## src/rtl/alsu_pkg.sv

```systemverilog
// Shared types and helpers for the ALSU command issuer: command field layout,
// result record, NOP encoding and the invalid-combination predictor.
package alsu_pkg;

    localparam int CMD_W     = 16;
    localparam int OUT_W     = 6;
    localparam int TAG_W     = 2;

    localparam int A_LSB     = 13;
    localparam int B_LSB     = 10;
    localparam int OP_LSB    = 7;
    localparam int CIN_BIT   = 6;
    localparam int SER_BIT   = 5;
    localparam int RED_A_BIT = 4;
    localparam int RED_B_BIT = 3;
    localparam int BYP_A_BIT = 2;
    localparam int BYP_B_BIT = 1;
    localparam int DIR_BIT   = 0;

    typedef struct packed {
        logic [2:0] a;
        logic [2:0] b;
        logic [2:0] opcode;
        logic       cin;
        logic       serial_in;
        logic       red_op_a;
        logic       red_op_b;
        logic       bypass_a;
        logic       bypass_b;
        logic       direction;
    } cmd_t;

    typedef struct packed {
        logic [OUT_W-1:0] data;
        logic             invalid;
        logic [TAG_W-1:0] tag;
    } res_t;

    localparam cmd_t NOP_CMD = '0;

    function automatic cmd_t unpack_cmd(input logic [CMD_W-1:0] d);
        cmd_t c;
        c.a         = d[A_LSB +: 3];
        c.b         = d[B_LSB +: 3];
        c.opcode    = d[OP_LSB +: 3];
        c.cin       = d[CIN_BIT];
        c.serial_in = d[SER_BIT];
        c.red_op_a  = d[RED_A_BIT];
        c.red_op_b  = d[RED_B_BIT];
        c.bypass_a  = d[BYP_A_BIT];
        c.bypass_b  = d[BYP_B_BIT];
        c.direction = d[DIR_BIT];
        return c;
    endfunction

    // Reductions only make sense for AND/XOR; opcodes 6 and 7 are unused.
    function automatic logic is_invalid(input cmd_t c);
        return ((c.red_op_a | c.red_op_b) & (c.opcode[1] | c.opcode[2]))
             | (c.opcode[1] & c.opcode[2]);
    endfunction

endpackage

```

## src/rtl/alsu_sync_fifo.sv

```systemverilog
// Synchronous FIFO with register storage; the head entry is presented directly
// from storage, so dout has no combinational path from pop.
module alsu_sync_fifo #(
    parameter int WIDTH = 16,
    parameter int DEPTH = 4
) (
    input  logic             clk,
    input  logic             rst,
    input  logic             push,
    input  logic [WIDTH-1:0] din,
    input  logic             pop,
    output logic [WIDTH-1:0] dout,
    output logic             full,
    output logic             empty
);

    localparam int AW = $clog2(DEPTH);

    logic [DEPTH-1:0][WIDTH-1:0] mem;
    logic [AW:0]                 wr_ptr;
    logic [AW:0]                 rd_ptr;
    logic                        do_push;
    logic                        do_pop;

    assign full    = (wr_ptr[AW] != rd_ptr[AW]) && (wr_ptr[AW-1:0] == rd_ptr[AW-1:0]);
    assign empty   = (wr_ptr == rd_ptr);
    assign do_push = push && !full;
    assign do_pop  = pop && !empty;
    assign dout    = mem[rd_ptr[AW-1:0]];

    always_ff @(posedge clk or posedge rst) begin
        if (rst) begin
            mem    <= '0;
            wr_ptr <= '0;
            rd_ptr <= '0;
        end else begin
            if (do_push) begin
                mem[wr_ptr[AW-1:0]] <= din;
                wr_ptr              <= wr_ptr + 1'b1;
            end
            if (do_pop)
                rd_ptr <= rd_ptr + 1'b1;
        end
    end

endmodule

```

## src/rtl/alsu_cmd_issuer.sv

```systemverilog
// Feeds buffered commands to the ALSU one per cycle, tracks its fixed latency
// and collects tagged results under a credit limit equal to the result depth.
module alsu_cmd_issuer
    import alsu_pkg::*;
#(
    parameter int DEPTH    = 4,
    parameter int ALSU_LAT = 2
) (
    input  logic             clk,
    input  logic             rst,
    input  logic             cmd_valid,
    output logic             cmd_ready,
    input  logic [CMD_W-1:0] cmd_data,
    output logic [2:0]       alsu_A,
    output logic [2:0]       alsu_B,
    output logic [2:0]       alsu_opcode,
    output logic             alsu_cin,
    output logic             alsu_serial_in,
    output logic             alsu_red_op_A,
    output logic             alsu_red_op_B,
    output logic             alsu_bypass_A,
    output logic             alsu_bypass_B,
    output logic             alsu_direction,
    input  logic [OUT_W-1:0] alsu_out,
    output logic             res_valid,
    input  logic             res_ready,
    output logic [OUT_W-1:0] res_data,
    output logic             res_invalid,
    output logic [TAG_W-1:0] res_tag,
    output logic             busy
);

    localparam int STAGES = ALSU_LAT;
    localparam int CW     = $clog2(DEPTH) + 1;

    logic                         cmd_full;
    logic                         cmd_empty;
    logic [CMD_W-1:0]             cmd_head;
    logic                         res_full;
    logic                         res_empty;
    logic                         cmd_push;
    logic                         issue;
    logic                         res_push;
    logic                         res_pop;
    logic [CW-1:0]                credits;
    logic [TAG_W-1:0]             tag_cnt;
    cmd_t                         head;
    cmd_t                         drv;
    logic [STAGES:0]              vld_pipe;
    logic [STAGES:0]              inv_pipe;
    logic [STAGES:0][TAG_W-1:0]   tag_pipe;
    res_t                         res_in;
    res_t                         res_out;

    assign cmd_ready = !cmd_full && !rst;
    assign cmd_push  = cmd_valid && cmd_ready;
    assign head      = unpack_cmd(cmd_head);
    // Credits cover both in-flight and stored results, so the result FIFO can't overflow.
    assign issue     = !cmd_empty && (credits < CW'(DEPTH));
    assign res_push  = vld_pipe[STAGES];
    assign res_pop   = !res_empty && res_ready;

    alsu_sync_fifo #(.WIDTH(CMD_W), .DEPTH(DEPTH)) u_cmd_fifo (
        .clk   (clk),
        .rst   (rst),
        .push  (cmd_push),
        .din   (cmd_data),
        .pop   (issue),
        .dout  (cmd_head),
        .full  (cmd_full),
        .empty (cmd_empty)
    );

    // Idle cycles drive a NOP so the ALSU settles to 0 rather than holding state.
    always_ff @(posedge clk or posedge rst) begin
        if (rst) begin
            drv     <= NOP_CMD;
            tag_cnt <= '0;
        end else if (issue) begin
            drv     <= head;
            tag_cnt <= tag_cnt + 1'b1;
        end else begin
            drv     <= NOP_CMD;
        end
    end

    always_ff @(posedge clk or posedge rst) begin
        if (rst) begin
            vld_pipe <= '0;
            inv_pipe <= '0;
            tag_pipe <= '0;
        end else begin
            vld_pipe <= {vld_pipe[STAGES-1:0], issue};
            inv_pipe <= {inv_pipe[STAGES-1:0], is_invalid(head)};
            tag_pipe <= {tag_pipe[STAGES-1:0], tag_cnt};
        end
    end

    always_ff @(posedge clk or posedge rst) begin
        if (rst)
            credits <= '0;
        else begin
            unique case ({issue, res_pop})
                2'b10:   credits <= credits + CW'(1);
                2'b01:   credits <= credits - CW'(1);
                default: credits <= credits;
            endcase
        end
    end

    assign res_in.data    = alsu_out;
    assign res_in.invalid = inv_pipe[STAGES];
    assign res_in.tag     = tag_pipe[STAGES];

    alsu_sync_fifo #(.WIDTH($bits(res_t)), .DEPTH(DEPTH)) u_res_fifo (
        .clk   (clk),
        .rst   (rst),
        .push  (res_push),
        .din   (res_in),
        .pop   (res_pop),
        .dout  (res_out),
        .full  (res_full),
        .empty (res_empty)
    );

    a_no_res_overflow: assert property (@(posedge clk) disable iff (rst) !(res_push && res_full));

    assign alsu_A         = drv.a;
    assign alsu_B         = drv.b;
    assign alsu_opcode    = drv.opcode;
    assign alsu_cin       = drv.cin;
    assign alsu_serial_in = drv.serial_in;
    assign alsu_red_op_A  = drv.red_op_a;
    assign alsu_red_op_B  = drv.red_op_b;
    assign alsu_bypass_A  = drv.bypass_a;
    assign alsu_bypass_B  = drv.bypass_b;
    assign alsu_direction = drv.direction;

    assign res_valid   = !res_empty;
    assign res_data    = res_out.data;
    assign res_invalid = res_out.invalid;
    assign res_tag     = res_out.tag;
    assign busy        = !cmd_empty || (credits != '0);

endmodule

```

## config.mk

```make
export PLATFORM = sky130hd
export DESIGN_NAME = alsu_cmd_issuer
export DESIGN_NICKNAME = d
export VERILOG_FILES = /design/src/rtl/alsu_pkg.sv /design/src/rtl/alsu_sync_fifo.sv /design/src/rtl/alsu_cmd_issuer.sv
export SDC_FILE = /design/constraint.sdc
export NUM_CORES = 1
export LEC_CHECK = 0
export CORE_MARGIN = 1.5
export CORE_UTILIZATION = 51
export DETAILED_ROUTE_END_ITERATION = 16
export DONT_BUFFER_PORTS = 1
export PLACE_DENSITY = 0.66
export SLEW_MARGIN = 20
export SYNTH_ARGS = -nofsm -noshare
export SYNTH_HDL_FRONTEND = slang
export SYNTH_SLANG_ARGS = --single-unit
```

## constraint.sdc

```tcl
create_clock -name clk -period 12.9 [get_ports clk]
set_input_delay 2.58 -clock clk [delete_from_list [all_inputs] [get_ports clk]]
set_output_delay 2.58 -clock clk [all_outputs]
set_load 0.005 [all_outputs]
```

# == Yosys cells after proc, flatten, opt, wreduce, memory -nomap -nowiden ==
# Cells that the tools add are included.
# totals
regBits,145
# op_classes
addsub,7
order_cmp,7
eq_ne,8
n_mux,12
bitwise_logic,5
reduce_logical,20
# ops
op,n
$bwmux 64,1
$mux 16,3
$bwmux 36,1
$bmux 16 s2,1
$demux 16 s2,1
$bmux 9 s2,1
$demux 9 s2,1
$mux 9,2
$add 3x1->3 const B,5
$logic_and 1x1->1,12
$lt 2x3->1 const B,4
$eq 3x3->1,2
$pmux 3 s2,1
$logic_not 1->1,5
$eq 2x2->1,2
$ge 2x1->1 const B,2
$lt 3x3->1 const B,1
$or 1x1->1,3
$reduce_bool 3->1,1
$sub 3x1->3 const B,1
$add 2x1->2 const B,1
$and 1x1->1,2
$eq 2x1->1 const B,1
$eq 2x2->1 const B,1
other kinds (3),4

# == Longest topological paths before layout ==
# Gate-level depths: netlist of the first run.
# logic_depth
word_depth,6
depth_mapped,10
mapped_depth_nobuf,9

# == Hierarchy ==
# Synthesis of the first run repeated with hierarchy kept, for this count alone.
# unflattened
hier_cells,406
area_unflattened_um2,6637.6
# modules_own_cells
module,n_inst,cells_per_inst,area_each_um2,seq_area_each_um2
alsu_sync_fifo (u_cmd_fifo),1,199,3439.5,1751.7
alsu_sync_fifo (u_res_fifo),1,131,2063.2,1051.0
alsu_cmd_issuer,1,76,1134.8,825.8

# == Worst setup path after synthesis of the first run ==
# Ideal clock, no wire load.
# synth_timing
path_kind,input to output
from,input rst
to,output cmd_ready
arrival_ps,2708
required_time_ps,10320
slack_ps,7612
cell_stages,1
path_buffers,0
path_cell_list,a21oi_1
# synth_between
elab_chain_len,2
# synth_rtl
element,line_no,text
from (decl),alsu_cmd_issuer.sv:10,"input logic rst,"
$logic_not 1->1 (no line),n/a,
$logic_and 1x1->1,alsu_cmd_issuer.sv:55,assign cmd_ready = !cmd_full && !rst;
to (decl),alsu_cmd_issuer.sv:12,"output logic cmd_ready,"
# Every way passes these cells.

# == Final worst setup path of the first run ==
# Ends and elaborated chain as after synthesis.

==> impl_metrics.toml, run 1 <==
[outcome]
outcome = "finished, final reports clean"

[logic_synthesis]
synth_top_area_share_pct = 57.3
postSynth.asyncResetShare_pct = 100
synth_common_cells = "dfrtp_1, mux2_2, mux2_1"
synth_cells = 375
synth-main-ff-cell = "dfrtp_1"
syn-cell-area_um2 = 6330
synth_edf_count = 0
avgSynthCellArea_um2 = 16.9
synth_seq_area_share_pct = 57.3
yosys.cell_count.top_type = "dfrtp_1"
syn_nets = 413
ys_warn_count = 0
synth_seq_cells = 145
synth_top_cell_by_area = "dfrtp_1"
yosys.cell_types.count = 30
synth_area_leaders = "dfrtp_1, mux2_2, mux4_2"

[worst_setup_path]
crit_fanout = 3
max_stage_delay_ns = 0.14
path_class = "in -> out"
worst-path-buf-inv = 0
crit_family = "compound AO/OA/AOI/OAI gates"
worstPathCellList = "a21oi_1"
endpoint_kind = "output port"
start_kind = "primary input"
crit_slowest_cell = "a21oi_1"
cp.arrival_ns = 2.72
required_ns = 10.32

[placement]
placedCellCount = 530
pre_cts_slack_ns = 7.59
gp_congestion = 0.675
dp_hpwl_mm = 6.61
io_buffer_count = 0

[power_and_ir_drop]
ir_worst_vdd_v = 0.000116
p_leak_nw = 2.99
p_int_w = 0.00139
p_seq_share_pct = 41.3
p_sw_share_pct = 32.1
power_density_nw_per_um2 = 289
switchingPower_w = 0.000657
combPwrFrac_pct = 35.7
p_clk_share_pct = 23.0

[clocking]
cts_buffers = 17
cts-resized-gates = 0
hold_buffers = 0
cts_tree = "yes"
clk_path_buf_depth = 2
cts_root_buf = "clkbuf_16"
htree_levels = 4
insertion_delay_ns = 0.41
path_clk_slew_ns = 0.05
cts_setup_buffers = 0
numClockSinks = 145

[finish]
drive_above_1_share_pct = 37.2
finalNetCount = 421
instances_no_fill = 563
diodes = 0
area_growth_pct = 11.8

[routing]
drt_wl_total_mm = 10.7
drc = 0
vias = 3066
drtPass1Iterations = 4
ant_nets = 0
viasPerCell = 5.45
wl_per_cell_um = 19.0
drt_iter0_markers = 92

[floorplan]
num_rows = 40
fp.dieW_um = 114
die_h_um = 114
initial_utilization_pct = 52.5
io_pins = 54
die-area_um2 = 13100
core_area_um2 = 12100

[grt]
grt.total_usage_pct = 18.5
grt_max_degree = 88
grt_first_pass_wirelength_mm = 17.7
overflow = 0
antenna_found_initial = 0
grt_pass1_vias = 3435

[sta]
finalHoldViolations = 0
slew_violations = 0
finalWorstSetupSlack_ns = 7.60
max-slew-margin-rel_pct = 27.4
period_share_pct = 41.1
tightest_slew_ns = 1.09
fin_skew_ns = 0.00544
finalSetupTns_ns = 0
fmax_mhz = 189
min_period_ns = 5.30
rsz0062_at_grt = "no"
setup_viol = 0

[job]
cap_violations = 0

[min_path]
hold_class = "reg -> reg"
layout by cell type (no fill, tap or decap), drive strengths merged:
cell type,Yosys,layout
dfrtp,145,145
mux2,104,104
mux4,25,25
clkbuf,4,21
nor2b,17,17
xnor2,14,14
ha,11,11
inv,11,11
o311ai,10,10
xor2,7,7
clkinv,0,5
o31ai,4,4
buf,11,4
clkinvlp,0,3
nor2,2,2
nand2,2,2
bufinv,0,2
mux2i,1,1
or3,1,1
a21oi,1,1
nor3,1,1
nand3,1,1
o22ai,1,1
o311a,1,1
fa,1,1
power by group through the flow:
stage,registers (W),clock network (W),logic (W)
after CTS,0.000848,0.000482,0.000738
final,0.000845,0.000470,0.000729
after floorplan,0.000779,0,0.000657
after detailed placement,0.000852,0,0.000734
after global placement,0.000838,0,0.000715
after global routing,0.000877,0.000502,0.000801
routing by layer:
metal | global-route usage, % | up-vias | part of all wire (%)
met1 | 21.4 | 1628 | 42
met5 | 0 | - | 0
met2 | 31.2 | 55 | 51
met4 | 8.58 | 0 | 1.6
li1 | - | 1370 | -
met3 | 6.19 | 13 | 4.7
cell type report:
type / count / area, um^2
Tap cell: 168 / 210
Sequential cell: 145 / 3630
Multi-Input combinational cell: 204 / 2570
Fill cell: 950 / 4990
Clock inverter: 10 / 111
Timing Repair Buffer: 4 / 45.0
Clock buffer: 21 / 460
Inverter: 11 / 46.3
registers in the layout, indices dropped and copies added (netlist names):
name,flops
u_cmd_fifo.mem,64
u_res_fifo.mem,36
tag_pipe,4
alsu_A,3
alsu_B,3
alsu_opcode,3
credits,3
inv_pipe,3
u_cmd_fifo.rd_ptr,3
u_cmd_fifo.wr_ptr,3
u_res_fifo.rd_ptr,3
u_res_fifo.wr_ptr,3
vld_pipe,3
res_in,2
tag_cnt,2
alsu_bypass_A,1
alsu_bypass_B,1
alsu_cin,1
alsu_direction,1
alsu_red_op_A,1
alsu_red_op_B,1
alsu_serial_in,1
final timing paths:
| kind | from | to | slack [ns] | depth (start not counted) |
|---|---|---|---|---|
| setup / recovery | rst | cmd_ready | 7.60 | 1 |
| min in group asynchronous | rst | alsu_A[1] | 2.07 | 1 |
| setup reg to reg | u_cmd_fifo.rd_ptr[1] | credits[2] | 9.65 | 8 |
| hold reg to reg | vld_pipe[1] | vld_pipe[2] | 0.35 | 0 |
| hold / removal | vld_pipe[1] | vld_pipe[2] | 0.35 | 0 |
| max in group asynchronous | rst | u_res_fifo.rd_ptr[2] | 9.67 | 2 |
cells by family (layout without fill, tap and decap cells):
family	after synthesis	after routing	synth area share (%)
compound gates	17	17	4.13
xor+xnor	21	21	3.50
fa+ha+maj	12	12	2.49
buf+inv	26	46	2.25
flops	145	145	57.3
mux	130	130	28.1
simple gates	24	24	2.17
metrics by stage:
stage | instance area (um^2) | total power, W | utilization (%) | hold slack [ns]
final | 7080 | 0.00204 | 58.7 | 0.346
after global routing | 7080 | 0.00218 | 58.7 | 0.358
after CTS | 7050 | 0.00207 | 58.4 | 0.349
after detailed placement | 6470 | 0.00159 | 53.7 | 0.336
after global placement | 6470 | 0.00155 | 53.7 | 0.332
after floorplan | 6330 | 0.00144 | - | 0.331
worst register-to-register path, cell delays in order, from the launching register on:
cell and delay [ns]:
dfrtp_1 0.98, xor2_2 0.42, o31ai_4 0.66, ha_1 0.30, inv_1 0.07, fa_1 0.37
xor2_1 0.15, nor2_1 0.11, xnor2_1 0.12
Note: power is estimated with default switching activity, not from simulation.
==> run 2: changes to the inputs <==
Settings changed: PLACE_DENSITY 0.66 to 0.69.
Clock period 12.9 ns to 4.5 ns, I/O delays scaled along.
==> impl_metrics.toml, run 2 (synthesis results as in run 1) <==
[outcome]
outcome = "finished, final reports clean"

[placement]
dp_hpwl_mm = 6.51
placedCellCount = 533
gp_congestion = 0.727
io_buffer_count = 0
pre_cts_slack_ns = 1.67

[min_path]
hold_class = "reg -> reg"
hold_path_depth = 0
whs_endpoint = "vld_pipe[2]"
holdCritStartpoint = "vld_pipe[1]"

[finish]
diodes = 0
area_growth_pct = 11.9
regArea_um2 = 3630
instances_no_fill = 565
regMostFlops = "u_cmd_fifo.mem"
final_common_cell = "dfrtp_1"
finalNetCount = 422
top_regs = "u_cmd_fifo.mem: 64 flops, u_res_fifo.mem: 36 flops, tag_pipe: 4 flops"
fillCellCount = 935
final_cell_mix = "dfrtp_1, mux2_2, mux2_1"
drive_above_1_share_pct = 37.3
largest_register_ffs = 64
multi_input_area_um2 = 2570

[worst_setup_path]
rrSetupSlack_ns = 1.69
start_kind = "flop"
crit_fanout = 12
cp.arrival_ns = 2.04
reg2reg_to = "credits[2]"
endpoint_kind = "output port"
crit_slowest_cell = "dfrtp_1"
path_class = "reg -> out"
rr_worst_depth = 9
r2r-start = "u_res_fifo.rd_ptr[0]"
max_stage_delay_ns = 0.82
worstPathCellList = "xor2_2, or3_1"
required_ns = 3.60

[clocking]
numClockSinks = 145
cts_tree = "yes"
cts_setup_buffers = 0
cts-resized-gates = 0
insertion_delay_ns = 0.42
cts_buffers = 17
cts_root_buf = "clkbuf_16"
htree_levels = 4
clk_path_buf_depth = 2
hold_buffers = 0
path_clk_slew_ns = 0.05

[sta]
fmax_mhz = 340
finalWorstSetupSlack_ns = 1.56
period_share_pct = 65.4
fin_skew_ns = 0.00839
slew_violations = 0
setup_viol = 0
tightest_slew_ns = 1.14
finalHoldViolations = 0
max-slew-margin-rel_pct = 23.5
min_period_ns = 2.94
finalSetupTns_ns = 0
rsz0062_at_grt = "no"

[power_and_ir_drop]
p_leak_nw = 3.00
p_sw_share_pct = 32.1
switchingPower_w = 0.00188
p_seq_share_pct = 40.7
total_power_w = 0.00585
power_density_nw_per_um2 = 827
ir_worst_vdd_v = 0.000297
p_int_w = 0.00397
combPwrFrac_pct = 36.2
p_clk_share_pct = 23.1

[grt]
grt_pass1_vias = 3447
grt_max_degree = 146
grt.total_usage_pct = 18.4
antenna_found_initial = 0
grt_first_pass_wirelength_mm = 17.8
overflow = 0

[routing]
viasPerCell = 5.47
drt_iter0_markers = 158
ant_nets = 0
vias = 3088
drt_wl_total_mm = 10.6
drtPass1Iterations = 4
wl_per_cell_um = 18.8
drc = 0

[floorplan]
num_rows = 40
die-area_um2 = 13100
core_area_um2 = 12100
io_pins = 54
initial_utilization_pct = 52.5
fp.dieW_um = 114
die_h_um = 114

[job]
cap_violations = 0
run 2: power groups by stage:
stage / logic [W] / clock network [W] / registers [W]
after floorplan: 0.00188 / 0 / 0.00223
after global placement: 0.00209 / 0 / 0.00237
after detailed placement: 0.00216 / 0 / 0.00241
after CTS: 0.00216 / 0.00139 / 0.00239
after global routing: 0.00232 / 0.00145 / 0.00247
final: 0.00212 / 0.00135 / 0.00238
run 2: per-layer routing:
| metal | global-route usage (%) | vias up | share of wire [%] |
|---|---|---|---|
| met5 | 0 | - | 0 |
| met4 | 9.08 | 0 | 1.9 |
| met3 | 6.03 | 15 | 4.5 |
| met2 | 29.4 | 53 | 50 |
| met1 | 22.6 | 1648 | 44 |
| li1 | - | 1372 | - |
run 2: area by class of cell:
cell class	instances	share of cell area (%)
Clock buffer	22	6.55
Sequential cell	145	51.2
Timing Repair Buffer	5	0.707
Inverter	11	0.636
Multi-Input combinational cell	204	36.3
Clock inverter	10	1.55
Tap cell	168	2.97
run 2: worst max path at each step:
stage	to	cells after the start	slack [ns]	startpoint
3_3_place_gp	credits[2]	9	1.74	u_res_fifo.rd_ptr[0]
4_1_cts	res_valid	2	1.49	u_res_fifo.rd_ptr[0]
6_report	res_valid	2	1.56	u_res_fifo.rd_ptr[0]
5_1_grt	res_valid	2	1.41	u_res_fifo.rd_ptr[0]
3_5_place_dp	credits[2]	9	1.67	u_res_fifo.rd_ptr[0]
2_1_floorplan	alsu_A[0]	1	1.78	rst
run 2: critical path, delay by kind of cell, from the launching register on:
kind	cells	cell delay, ns
xor+xnor	1	0.36
flops	1	0.82
simple gates	1	0.45
run 2: stage by stage:
stage	area, um^2	hold slack (ns)	utilization, %
after floorplan	6330	0.331	-
after global placement	6510	0.331	54.0
after detailed placement	6510	0.335	54.0
after CTS	7080	0.349	58.7
after global routing	7080	0.356	58.7
final	7080	0.347	58.7
==> run 3: changes to the inputs <==
Clock period 4.5 ns to 2.4 ns, I/O delays scaled along.
==> impl_metrics.toml, run 3 (synthesis results as in run 1) <==
[power_and_ir_drop]
p_leak_nw = 3.09
ir_worst_vdd_v = 0.000776
power_density_nw_per_um2 = 1570

[outcome]
outcome = "finished, final reports clean"

[min_path]
hold_class = "in -> async"

[sta]
period_share_pct = 91.7
max-slew-margin-rel_pct = 37.4
finalWorstSetupSlack_ns = 0.199
setup_viol = 0
fin_worst_hold_slack_ns = 0.0502
fmax_mhz = 454
tightest_slew_ns = 0.932
slew_violations = 0
finalSetupTns_ns = 0
min_period_ns = 2.20
fin_skew_ns = 0.00681
finalHoldViolations = 0
rsz0062_at_grt = "no"

[job]
cap_violations = 0

[finish]
finalNetCount = 436
final_common_cell = "dfrtp_1"
area_growth_pct = 14.8
diodes = 0
drive_above_1_share_pct = 40.0
fillCellCount = 888
largest_register_ffs = 64
regMostFlops = "u_cmd_fifo.mem"
top_regs = "u_cmd_fifo.mem: 64 flops, u_res_fifo.mem: 36 flops, tag_pipe: 4 flops"
finish.utilization_pct = 60.3
final_cell_mix = "dfrtp_1, mux2_2, mux2_1"
finalInstanceArea_um2 = 7270

[placement]
pre_cts_slack_ns = 0.0757
place_area_um2 = 6630
gp_congestion = 0.743
dp_hpwl_mm = 6.83
io_buffer_count = 0

[grt]
grt_first_pass_wirelength_mm = 18.1
grt_max_degree = 79
antenna_found_initial = 0
grt.total_usage_pct = 18.9
overflow = 0
grt_pass1_vias = 3554

[floorplan]
fp.dieW_um = 114
io_pins = 54
num_rows = 40
die-area_um2 = 13100
die_h_um = 114
initial_utilization_pct = 52.5
core_area_um2 = 12100

[routing]
wl_per_cell_um = 18.9
drtPass1Iterations = 4
vias = 3179
viasPerCell = 5.50
ant_nets = 0
drt_wl_total_mm = 10.9
drc = 0
drt_iter0_markers = 109

[clocking]
numClockSinks = 145
cts_tree = "yes"
cts_root_buf = "clkbuf_16"
cts_buffers = 17
path_clk_slew_ns = 0.06
insertion_delay_ns = 0.42
htree_levels = 4
clk_path_buf_depth = 2

[worst_setup_path]
start_kind = "flop"
rrSetupSlack_ns = 0.23
reg2reg_to = "credits[2]"
worstPathCellList = "buf_4, mux4_2"
endpoint_kind = "output port"
worstSetupEndpoint = "res_tag[1]"
max_stage_delay_ns = 0.57
rr_worst_depth = 9
startpoint = "u_res_fifo.rd_ptr[0]"
required_ns = 1.92
cp.arrival_ns = 1.72
crit_fanout = 11
path_class = "reg -> out"
crit_slowest_cell = "mux4_2"
r2r-start = "u_res_fifo.wr_ptr[0]"
run 3: changes by cell type in the layout (fill, tap and decap cells not counted):
| cell | previous run | this run |
|---|---|---|
| clkbuf_1 | 3 | 0 |
| clkinv_2 | 5 | 4 |
| clkinvlp_4 | 2 | 3 |
| clkinv_4 | 2 | 0 |
| inv_6 | 0 | 1 |
| clkbuf_8 | 2 | 5 |
| buf_4 | 4 | 15 |
| xor2_2 | 4 | 2 |
| xor2_4 | 0 | 2 |
| buf_12 | 1 | 4 |
run 3: layout make-up:
| type | count | area [um^2] | area share (%) |
|---|---|---|---|
| tap | 168 | 210 | 2.89 |
| multi-input combinational | 204 | 2600 | 35.7 |
| sequential | 145 | 3630 | 49.9 |
| clock buffer | 22 | 494 | 6.80 |
| timing repair buffer | 19 | 193 | 2.65 |
| clock inverter | 9 | 104 | 1.43 |
| inverter | 11 | 45.0 | 0.620 |
run 3: per-stage QoR:
stage          std cells  power (W)
2_1_floorplan        375    0.00773
3_3_place_gp         544    0.00851
3_5_place_dp         544    0.00874
4_1_cts              575     0.0114
5_1_grt              578     0.0121
6_report             578     0.0114
run 3: repair_timing:
action | CTS | global route
setup buffers | 0 | 3
gates resized for setup | 0 | 2
endpoints found under the setup margin | 0 | 1
hold buffers | 0 | 0
run 3: worst min path at each step:
stage               slack, ns                    to  depth (start not counted)
global placement         0.33             res_in[0]                          0
CTS                      0.07  u_cmd_fifo.wr_ptr[2]                          2
global route             0.08           tag_pipe[2]                          2
detailed placement       0.34           vld_pipe[1]                          0
floorplan                0.33           inv_pipe[1]                          0
finish                   0.05           tag_pipe[0]                          2
run 3: report_power, final:
group	internal, W	total, W	leakage, nW	switching (W)
combinational	0.00239	0.00435	1.06	0.00196
clock	0.00166	0.00263	0.294	0.000970
sequential	0.00368	0.00441	1.74	0.000724
run 3: worst max-delay path: cells and delay by family, from the launching register on:
family	cells	cell delay (ns)
mux	1	0.57
flops	1	0.44
buf+inv	1	0.29
run 3: per-layer routing:
metal	vias up	GRT usage, %	share of wire [%]
met3	17	6.03	4.5
li1	1412	-	-
met1	1695	21.3	41
met5	-	0	0
met4	0	8.25	2.1
met2	55	32.9	52
